File: src/rtl/calc_pkg.sv
// Shared types for the calculator request sequencer: commands, responses,
// sequencer FSM states and the latched transaction payload.
package calc_pkg;

   localparam int unsigned CMD_W  = 4;
   localparam int unsigned DATA_W = 32;
   localparam int unsigned RESP_W = 2;
   localparam int unsigned CNT_W  = 8;

   typedef enum logic [CMD_W-1:0] {
      CMD_NOP = 4'd0,
      CMD_ADD = 4'd1,
      CMD_SUB = 4'd2,
      CMD_SHL = 4'd5,
      CMD_SHR = 4'd6
   } cmd_e;

   typedef enum logic [RESP_W-1:0] {
      RESP_NONE = 2'd0,
      RESP_OK   = 2'd1,
      RESP_OVF  = 2'd2,
      RESP_ERR  = 2'd3
   } resp_e;

   typedef enum logic [2:0] {
      ST_IDLE,
      ST_SEND1,
      ST_SEND2,
      ST_WAIT,
      ST_HOLD
   } state_e;

   typedef struct packed {
      logic [CMD_W-1:0]  cmd;
      logic [DATA_W-1:0] op1;
      logic [DATA_W-1:0] op2;
   } txn_t;

   // Saturating increment for the wait counter; it must never wrap.
   function automatic logic [CNT_W-1:0] sat_inc(input logic [CNT_W-1:0] v);
      return (v == {CNT_W{1'b1}}) ? v : v + CNT_W'(1);
   endfunction

endpackage

File: src/rtl/calc_req_sequencer_if.sv
// Request/response handshake bundle between a client and calc_req_sequencer.
interface calc_req_sequencer_if;
   import calc_pkg::*;

   logic                  req_valid;
   logic                  req_ready;
   logic [CMD_W-1:0]      req_cmd;
   logic [DATA_W-1:0]     req_op1;
   logic [DATA_W-1:0]     req_op2;

   logic                  rsp_valid;
   logic                  rsp_ready;
   logic [RESP_W-1:0]     rsp_code;
   logic [DATA_W-1:0]     rsp_data;
   logic                  rsp_timeout;
   logic [CNT_W-1:0]      rsp_latency;

   // Sequencer side
   modport slave (
      input  req_valid, req_cmd, req_op1, req_op2, rsp_ready,
      output req_ready, rsp_valid, rsp_code, rsp_data, rsp_timeout, rsp_latency
   );

   // Client side
   modport master (
      output req_valid, req_cmd, req_op1, req_op2, rsp_ready,
      input  req_ready, rsp_valid, rsp_code, rsp_data, rsp_timeout, rsp_latency
   );

endinterface

File: src/rtl/calc_golden.sv
// Combinational expected-result model for one calculator transaction.
// Only compiled when CALC_SEQ_CHECK_EN is defined.
`ifdef CALC_SEQ_CHECK_EN
module calc_golden
   import calc_pkg::*;
(
   input  txn_t              txn,
   output logic [RESP_W-1:0] exp_code,
   output logic [DATA_W-1:0] exp_data
);

   logic [DATA_W:0] sum;

   assign sum = {1'b0, txn.op1} + {1'b0, txn.op2};

   always_comb begin
      exp_code = RESP_ERR;
      exp_data = '0;
      case (txn.cmd)
         CMD_NOP: begin
            // A no-op never answers, so the correct outcome is a timeout.
            exp_code = RESP_NONE;
         end
         CMD_ADD: begin
            if (sum[DATA_W]) begin
               exp_code = RESP_OVF;
            end else begin
               exp_code = RESP_OK;
               exp_data = sum[DATA_W-1:0];
            end
         end
         CMD_SUB: begin
            if (txn.op2 > txn.op1) begin
               exp_code = RESP_OVF;
            end else begin
               exp_code = RESP_OK;
               exp_data = txn.op1 - txn.op2;
            end
         end
         CMD_SHL: begin
            exp_code = RESP_OK;
            exp_data = txn.op1 << txn.op2[4:0];
         end
         CMD_SHR: begin
            exp_code = RESP_OK;
            exp_data = txn.op1 >> txn.op2[4:0];
         end
         default: begin
            exp_code = RESP_ERR;
         end
      endcase
   end

endmodule
`endif

File: src/rtl/calc_req_sequencer.sv
// Serialises one calculator transaction onto the two-cycle port protocol and
// returns the response with latency/timeout; CALC_SEQ_CHECK_EN adds a result checker.
module calc_req_sequencer
   import calc_pkg::*;
#(
   parameter int unsigned TIMEOUT_CYCLES = 10
)(
   input  logic               c_clk,
   input  logic               reset,
   calc_req_sequencer_if.slave bus,
   output logic [CMD_W-1:0]   cmd_out,
   output logic [DATA_W-1:0]  data_out,
   input  logic [RESP_W-1:0]  resp_in,
   input  logic [DATA_W-1:0]  data_in,
   output logic               spurious,
   output logic               chk_err
);

   localparam logic [CNT_W-1:0] TIMEOUT_V = CNT_W'(TIMEOUT_CYCLES);

   state_e              state, state_n;
   txn_t                txn, txn_n;
   logic [CNT_W-1:0]    cnt, cnt_n, cnt_cur;

   logic [CMD_W-1:0]    cmd_n;
   logic [DATA_W-1:0]   data_n;
   logic                spurious_n;

   logic                req_ready_q, req_ready_n;
   logic                rsp_valid_q, rsp_valid_n;
   logic [RESP_W-1:0]   rsp_code_q, rsp_code_n;
   logic [DATA_W-1:0]   rsp_data_q, rsp_data_n;
   logic                rsp_timeout_q, rsp_timeout_n;
   logic [CNT_W-1:0]    rsp_latency_q, rsp_latency_n;

   assign cnt_cur = sat_inc(cnt);

   assign bus.req_ready   = req_ready_q;
   assign bus.rsp_valid   = rsp_valid_q;
   assign bus.rsp_code    = rsp_code_q;
   assign bus.rsp_data    = rsp_data_q;
   assign bus.rsp_timeout = rsp_timeout_q;
   assign bus.rsp_latency = rsp_latency_q;

   // Next state plus next values of every registered output.
   always_comb begin
      state_n       = state;
      txn_n         = txn;
      cnt_n         = cnt;
      cmd_n         = '0;
      data_n        = '0;
      rsp_code_n    = rsp_code_q;
      rsp_data_n    = rsp_data_q;
      rsp_timeout_n = rsp_timeout_q;
      rsp_latency_n = rsp_latency_q;
      spurious_n    = (resp_in != '0) && (state != ST_WAIT);

      case (state)
         ST_IDLE: begin
            if (bus.req_valid && req_ready_q) begin
               txn_n.cmd = bus.req_cmd;
               txn_n.op1 = bus.req_op1;
               txn_n.op2 = bus.req_op2;
               cmd_n     = bus.req_cmd;
               data_n    = bus.req_op1;
               state_n   = ST_SEND1;
            end
         end
         ST_SEND1: begin
            data_n  = txn.op2;
            state_n = ST_SEND2;
         end
         ST_SEND2: begin
            cnt_n   = '0;
            state_n = ST_WAIT;
         end
         ST_WAIT: begin
            cnt_n = cnt_cur;
            // A response in the final allowed cycle wins over the timeout.
            if (resp_in != '0) begin
               rsp_code_n    = resp_in;
               rsp_data_n    = data_in;
               rsp_latency_n = cnt_cur;
               rsp_timeout_n = 1'b0;
               state_n       = ST_HOLD;
            end else if (cnt_cur >= TIMEOUT_V) begin
               rsp_code_n    = RESP_NONE;
               rsp_data_n    = '0;
               rsp_latency_n = TIMEOUT_V;
               rsp_timeout_n = 1'b1;
               state_n       = ST_HOLD;
            end
         end
         ST_HOLD: begin
            if (bus.rsp_ready) begin
               state_n = ST_IDLE;
            end
         end
         default: begin
            state_n = ST_IDLE;
         end
      endcase

      req_ready_n = (state_n == ST_IDLE);
      rsp_valid_n = (state_n == ST_HOLD);
   end

   always_ff @(posedge c_clk) begin
      if (reset) begin
         state <= ST_IDLE;
      end else begin
         state <= state_n;
      end
   end

   always_ff @(posedge c_clk) begin
      if (reset) begin
         txn           <= '0;
         cnt           <= '0;
         cmd_out       <= '0;
         data_out      <= '0;
         spurious      <= 1'b0;
         req_ready_q   <= 1'b0;
         rsp_valid_q   <= 1'b0;
         rsp_code_q    <= '0;
         rsp_data_q    <= '0;
         rsp_timeout_q <= 1'b0;
         rsp_latency_q <= '0;
      end else begin
         txn           <= txn_n;
         cnt           <= cnt_n;
         cmd_out       <= cmd_n;
         data_out      <= data_n;
         spurious      <= spurious_n;
         req_ready_q   <= req_ready_n;
         rsp_valid_q   <= rsp_valid_n;
         rsp_code_q    <= rsp_code_n;
         rsp_data_q    <= rsp_data_n;
         rsp_timeout_q <= rsp_timeout_n;
         rsp_latency_q <= rsp_latency_n;
      end
   end

`ifdef CALC_SEQ_CHECK_EN
   logic [RESP_W-1:0] exp_code;
   logic [DATA_W-1:0] exp_data;
   logic              chk_q, chk_n;

   calc_golden u_golden (
      .txn      (txn),
      .exp_code (exp_code),
      .exp_data (exp_data)
   );

   // Verdict is formed on entry to HOLD and lives only as long as HOLD.
   always_comb begin
      chk_n = (state_n == ST_HOLD) ? chk_q : 1'b0;
      if ((state == ST_WAIT) && (state_n == ST_HOLD)) begin
         chk_n = (rsp_code_n != exp_code) ||
                 ((rsp_code_n == RESP_OK) && (rsp_data_n != exp_data));
      end
   end

   always_ff @(posedge c_clk) begin
      if (reset) begin
         chk_q <= 1'b0;
      end else begin
         chk_q <= chk_n;
      end
   end

   assign chk_err = chk_q;
`else
   assign chk_err = 1'b0;
`endif

endmodule

File: src/flat_wrapper.sv
// flat-port wrapper written by rule: the top's interface ports become plain ports
module calc_req_sequencer_flat import calc_pkg::*;
#(
   parameter int unsigned TIMEOUT_CYCLES = 10
)
  (c_clk, reset, cmd_out, data_out, resp_in, data_in, spurious, chk_err, bus_req_valid, bus_req_cmd, bus_req_op1, bus_req_op2, bus_rsp_ready, bus_req_ready, bus_rsp_valid, bus_rsp_code, bus_rsp_data, bus_rsp_timeout, bus_rsp_latency);
  calc_req_sequencer_if bus_i ();
  input  logic c_clk;
  input  logic reset;
  output logic [CMD_W-1:0] cmd_out;
  output logic [DATA_W-1:0] data_out;
  input  logic [RESP_W-1:0] resp_in;
  input  logic [DATA_W-1:0] data_in;
  output logic spurious;
  output logic chk_err;
  input wire logic [$bits(bus_i.req_valid)-1:0] bus_req_valid;
  input wire logic [$bits(bus_i.req_cmd)-1:0] bus_req_cmd;
  input wire logic [$bits(bus_i.req_op1)-1:0] bus_req_op1;
  input wire logic [$bits(bus_i.req_op2)-1:0] bus_req_op2;
  input wire logic [$bits(bus_i.rsp_ready)-1:0] bus_rsp_ready;
  output wire logic [$bits(bus_i.req_ready)-1:0] bus_req_ready;
  output wire logic [$bits(bus_i.rsp_valid)-1:0] bus_rsp_valid;
  output wire logic [$bits(bus_i.rsp_code)-1:0] bus_rsp_code;
  output wire logic [$bits(bus_i.rsp_data)-1:0] bus_rsp_data;
  output wire logic [$bits(bus_i.rsp_timeout)-1:0] bus_rsp_timeout;
  output wire logic [$bits(bus_i.rsp_latency)-1:0] bus_rsp_latency;
  assign bus_i.req_valid = bus_req_valid;
  assign bus_i.req_cmd = bus_req_cmd;
  assign bus_i.req_op1 = bus_req_op1;
  assign bus_i.req_op2 = bus_req_op2;
  assign bus_i.rsp_ready = bus_rsp_ready;
  assign bus_req_ready = bus_i.req_ready;
  assign bus_rsp_valid = bus_i.rsp_valid;
  assign bus_rsp_code = bus_i.rsp_code;
  assign bus_rsp_data = bus_i.rsp_data;
  assign bus_rsp_timeout = bus_i.rsp_timeout;
  assign bus_rsp_latency = bus_i.rsp_latency;
  calc_req_sequencer #(.TIMEOUT_CYCLES(TIMEOUT_CYCLES)) u_core (.c_clk(c_clk), .reset(reset), .bus(bus_i), .cmd_out(cmd_out), .data_out(data_out), .resp_in(resp_in), .data_in(data_in), .spurious(spurious), .chk_err(chk_err));
endmodule
File: config.mk
export PLATFORM = sky130hd
export DESIGN_NAME = calc_req_sequencer_flat
export DESIGN_NICKNAME = d
export VERILOG_FILES = /design/src/rtl/calc_pkg.sv /design/src/rtl/calc_req_sequencer_if.sv /design/src/rtl/calc_golden.sv /design/src/rtl/calc_req_sequencer.sv /design/src/flat_wrapper.sv
export SDC_FILE = /design/constraint.sdc
export NUM_CORES = 1
export LEC_CHECK = 0
export ABC_AREA = 0
export BUFFER_PORTS_ARGS = -buffer_cell sky130_fd_sc_hd__buf_2
export CAP_MARGIN = 20
export CORE_UTILIZATION = 30
export CTS_BUF_LIST = sky130_fd_sc_hd__clkbuf_4 sky130_fd_sc_hd__clkbuf_8 sky130_fd_sc_hd__clkbuf_16
export CTS_CLUSTER_DIAMETER = 200
export DETAILED_ROUTE_END_ITERATION = 10
export PLACE_DENSITY = 0.61
export SLEW_MARGIN = 15
export SYNTH_ARGS = -nofsm -noshare
export SYNTH_HDL_FRONTEND = slang
export SYNTH_SLANG_ARGS = --single-unit
File: constraint.sdc
create_clock -name c_clk -period 4.15 [get_ports c_clk]
set_clock_uncertainty 0.2 [all_clocks]
set_input_delay 0.83 -clock c_clk [delete_from_list [all_inputs] [get_ports c_clk]]
set_output_delay 0.83 -clock c_clk [all_outputs]
set_load 0.05 [all_outputs]
-- Word-level counts from Yosys, hierarchy flattened
Cells that the tools add are included.
- register bits after elaboration: 125
- output and inout bits: 83
- word-level logic and storage cells: 50
- input bits: 106
- magnitude comparators: 1
- bitwise logic cells: 2
- muxes and demuxes: 17
- eq/ne operators: 7
- reduce and logical (&&, ||, !) cells: 10
- add/sub/neg operators: 1
- operators by type and width (kind ; count):
    2-to-1 mux 32 bit ; 3
    one-hot mux 32 bit (2 select lines) ; 1
    2-to-1 mux 8 bit ; 3
    one-hot mux 8 bit (2 select lines) ; 1
    one-hot mux 3 bit (5 select lines) ; 1
    2-to-1 mux 3 bit ; 4
    adder 8 x 1 -> 8 bit (second input constant) ; 1
    equality test 8 bit (second input constant) ; 1
    >= comparator 8 x 4 -> 1 bit (second input constant) ; 1
    equality test 3 x 2 -> 1 bit (second input constant) ; 2
    equality test 3 bit (second input constant) ; 2
    zero test 3 bit ; 2
    nonzero test 2 bit ; 3
    2-to-1 mux 2 bit ; 2
    AND reduction 2 bit ; 2
    equality test 3 x 1 -> 1 bit (second input constant) ; 1
    inequality test 3 x 2 -> 1 bit (second input constant) ; 1
    OR reduction 3 bit ; 1
    logical AND 1 bit ; 2
    2-to-1 mux 1 bit ; 2
    inverter 1 bit ; 2

-- Logic depth before layout (Yosys ltp)
- word-level depth: 7
- mapped depth: 9

-- Worst setup path after synthesis
Ideal clock, no wire load.
- kind: input -> register
- from: in resp_in[1]
- to: reg u_core.rsp_data_q[27] (netlist: u_core.bus.rsp_data[27])
- required time: 3.834 ns
- path slack: 1.716 ns
- cell stages on the path: 7
- setup time: 0.116 ns
- buffers on the path: 2
- data arrival time: 2.119 ns
- cell sequence: or4_1 > a21oi_2 > o221a_2 > buf_6 > buf_6 > nor3_1 > a31o_1
- longest elaborated chain between the ends: 3
- elaborated cells on any way between the ends: 4
- classes of those cells: mux (1); reduce/logical (3)
- ends and longest elaborated chain (what ; RTL line ; RTL):
    start: declaration ; flat_wrapper.sv:12 ; input logic [RESP_W-1:0] resp_in;
    nonzero test 2 bit * ; calc_req_sequencer.sv:80 ; if (resp_in != '0) begin
    nonzero test 2 bit (no line) ; -- ;
    AND reduction 2 bit (no line) ; -- ;
    end signal: assignment ; calc_req_sequencer.sv:138 ; rsp_data_q <= rsp_data_n;
    end: declaration ; calc_req_sequencer.sv:32 ; logic [DATA_W-1:0] rsp_data_q, rsp_data_n;
Every way passes the cells marked *; elsewhere a longest branch is shown, timed or not.
A chain may end at the register's enable or synchronous reset.

-- Worst setup path after layout
- from: reg u_core.cnt[0]
- to: reg u_core.rsp_data_q[22] (netlist: u_core.bus.rsp_data[22])
- longest elaborated chain between the ends: 5
- elaborated cells on any way between the ends: 6
- classes of those cells: add/sub (1); order compare (1); eq/ne (1); mux (1); reduce/logical (2)
- ends and longest elaborated chain (what ; RTL line ; RTL):
    start: declaration ; calc_req_sequencer.sv:23 ; logic [CNT_W-1:0] cnt, cnt_n, cnt_cur;
    start signal: assignment ; calc_req_sequencer.sv:131 ; cnt <= cnt_n;
    adder 8 x 1 -> 8 bit or equality test 8 bit (tied branches) ; calc_pkg.sv:41 ; return (v == {CNT_W{1'b1}}) ? v : v + CNT_W'(1);
    2-to-1 mux 8 bit * ; calc_pkg.sv:41 ;
    >= comparator 8 x 4 -> 1 bit * ; calc_req_sequencer.sv:86 ; end else if (cnt_cur >= TIMEOUT_V) begin
    nonzero test 2 bit (no line) * ; -- ;
    AND reduction 2 bit (no line) * ; -- ;
Marks and branches as above.

==> impl_metrics.env <==
export IMPL_hpwl_um=8470
export IMPL_placed_area_um2=5800
export IMPL_start_util_pct=31.1
export IMPL_num_rows=45
export IMPL_busiest_layer="met2"
export IMPL_fmax_mhz=368
export IMPL_worst_pin_slew_ns=1.00
export IMPL_p_leak_nw=2.77
export IMPL_setup_viol=0
export IMPL_hp_class="flop to flop"
export IMPL_place_inst=898
export IMPL_grtUsageMet2_pct=24.0
export IMPL_synth_edf_count=0
export IMPL_cp_top_family="compound AO/OA/AOI/OAI gates"
export IMPL_fin_nets=813
export IMPL_avgViaCountPerCell=4.81
export IMPL_cts_resized=0
export IMPL_cp_max_fo=38
export IMPL_cts_sinks=125
export IMPL_instances_no_fill=930
export IMPL_syn_to_final_growth_pct=34.1
export IMPL_avgSynthCellArea_um2=8.78
export IMPL_diodes=0
export IMPL_mappedNetlistArea_um2=4780
export IMPL_setup_ws_ns=1.43
export IMPL_globalRouteMet1Util_pct=21.1
export IMPL_synth_seq_area_share_pct=52.4
export IMPL_critical_path_required_ns=4.26
export IMPL_grt_first_pass_wirelength_um=20800
export IMPL_drt_iter0_markers=248
export IMPL_grt_setup_unrepaired="no"
export IMPL_dieArea_um2=16400
export IMPL_fin_crit_ns=2.72
export IMPL_grt_ovfl_total=0
export IMPL_post_cts_buffers=0
export IMPL_cp_end_kind="flop"
export IMPL_final_cell_mix="buf_2 (187), dfxtp_1 (125), nand2_1 (105)"
export IMPL_cts_buffers=17
export IMPL_ant_nets=0
export IMPL_yosys_warnings=0
export IMPL_use_met3_pct=6.72
export IMPL_worstSetupPathType="flop to flop"
export IMPL_finalCritPeriodShare_pct=65.5
export IMPL_drc_errors=0
export IMPL_stdcell_area_um2=6410
export IMPL_clk_pin_slew_ns=0.06
export IMPL_ir_drop_v=0.000292
export IMPL_vias=4476
export IMPL_core_um2=15400
export IMPL_first_pass_iters=4
export IMPL_grt_max_degree=41
export IMPL_status="finished, final reports clean"
export IMPL_power_density_nw_per_um2=493
export IMPL_cts_tree="yes"
export IMPL_clockBufferDepth=2
export IMPL_critPathLaunchType="flop"
export IMPL_cts_root_buf="clkbuf_16"
export IMPL_slew_violations=0
export IMPL_max_stage_delay_ns=0.80
export IMPL_dp_slack_ns=1.09
export IMPL_crit_buf_inv=0
export IMPL_fin_total_pwr_mw=3.16
export IMPL_hold_viol=0
export IMPL_drive_gt1_share_pct=34.9
export IMPL_synth_main_ff_cell="dfxtp_1"
export IMPL_wirelength_um=13100
export IMPL_grt_usage_pct=16.3
export IMPL_syn_num_nets=651
export IMPL_slowest_stage="o221a_2"
export IMPL_clk_latency_ns=0.42
export IMPL_synthCells=544
export IMPL_ios=189
export IMPL_crit_path_cell_trace="ha_1 -> xnor2_1 -> nor2b_1 -> o221a_2 -> nor3_1 -> a31o_1"
export IMPL_synthArstFlopShare_pct=0
export IMPL_slew_headroom_pct=32.6
export IMPL_cp_arrival_ns=2.83
export IMPL_grt_pass1_vias=4057
export IMPL_synthDistinctLibCells=53
export IMPL_cts_hold_buf=0
export IMPL_die_w_um=128
export IMPL_synth_seq_cells=125
export IMPL_chipHeight_um=128
export IMPL_htreeDepth=4
export IMPL_place_gp_congestion=0.742
export IMPL_antenna_found_initial=0
export IMPL_avgRoutedWirePerCell_um=14.1
export IMPL_io_buffers=187
export IMPL_drv_cap=0
export IMPL_mostFrequentLayoutCell="buf_2"
export IMPL_fin_tns_setup_ns=0
[final cells by class]
cell class / instances / area, µm²
Sequential cell: 125 / 2500
Timing Repair Buffer: 193 / 981
Multi-Input combinational cell: 366 / 2040
Tap cell: 211 / 264
Clock buffer: 17 / 425
Clock inverter: 15 / 183
Fill cell: 1563 / 8960
Inverter: 3 / 11.3
[metal layers]
metal / vias up / part of all wire, % / routed length [µm]
li1: 2245 / - / -
met4: 0 / 1.2 / 162
met3: 12 / 8.9 / 1170
met1: 2034 / 46 / 6060
met5: - / 0 / 0
met2: 185 / 44 / 5740
[worst min-delay path, stage by stage, from the launching register on]
cell and delay, ns:
dfxtp_1 0.31, nand2_1 0.05, a21oi_1 0.05
[cell usage after synthesis, types with 4 or more instances]
| cell | n | area [µm²] |
|---|---|---|
| dfxtp_1 | 125 | 2500 |
| a31o_2 | 7 | 61.3 |
| a21oi_1 | 47 | 235 |
| clkbuf_1 | 33 | 124 |
| a31o_1 | 27 | 236 |
| nor2_1 | 42 | 158 |
| a22oi_1 | 32 | 240 |
| buf_2 | 9 | 45.0 |
| nand2_1 | 105 | 394 |
| and3_1 | 4 | 25.0 |
| buf_4 | 4 | 30.0 |
| nand3_1 | 7 | 35.0 |
| nor3_1 | 41 | 205 |
[path summary, 6_finish.rpt]
| kind | slack, ns | cells after the start | start | end |
|---|---|---|---|---|
| worst max-delay path | 1.43 | 6 | u_core.cnt[0]$_SDFFE_PP0P_ | u_core.bus.rsp_data[22]$_SDFFE_PP0P_ |
| worst min-delay path | 0.25 | 2 | u_core.txn[30]$_SDFFE_PP0P_ | u_core.txn[30]$_SDFFE_PP0P_ |
| worst max register to register | 1.43 | 6 | u_core.cnt[0]$_SDFFE_PP0P_ | u_core.bus.rsp_data[22]$_SDFFE_PP0P_ |
| worst min register to register | 0.25 | 2 | u_core.txn[30]$_SDFFE_PP0P_ | u_core.txn[30]$_SDFFE_PP0P_ |
[power breakdown]
group | total, mW | internal (mW) | switching (mW) | leakage [nW]
combinational | 0.350 | 0.108 | 0.242 | 1.45
sequential | 1.27 | 1.25 | 0.0225 | 1.01
clock | 1.54 | 0.953 | 0.585 | 0.299
[flip-flops by register name, indices dropped and copies added, names as in the netlist]
register / count
u_core.cnt: 8
u_core.bus.rsp_valid: 1
u_core.spurious: 1
u_core.bus.rsp_code: 2
u_core.state: 3
u_core.txn: 32
u_core.bus.rsp_timeout: 1
u_core.cmd_out: 4
u_core.bus.rsp_data: 32
u_core.bus.req_ready: 1
u_core.bus.rsp_latency: 8
u_core.data_out: 32
[per-stage QoR]
stage	utilization [%]	hold slack (ns)
3_5_place_dp	37.7	0.246
6_report	41.7	0.253
3_3_place_gp	37.7	0.242
5_1_grt	41.7	0.272
2_1_floorplan	-	0.236
4_1_cts	41.7	0.255
[kinds of logic (layout without fill, tap and decap cells)]
kind of cell	after synthesis	count (layout)	synth area share, %
flip-flops	125	125	52.4
adder cells (fa/ha/maj)	1	1	0.262
XOR/XNOR	2	2	0.367
AND/OR/NAND/NOR	220	220	20.3
multiplexers	2	2	0.445
other	1	1	0.0785
buffers and inverters	53	228	5.18
AO/OA/AOI/OAI	140	140	20.9
Power figures use the tool's default switching activity.
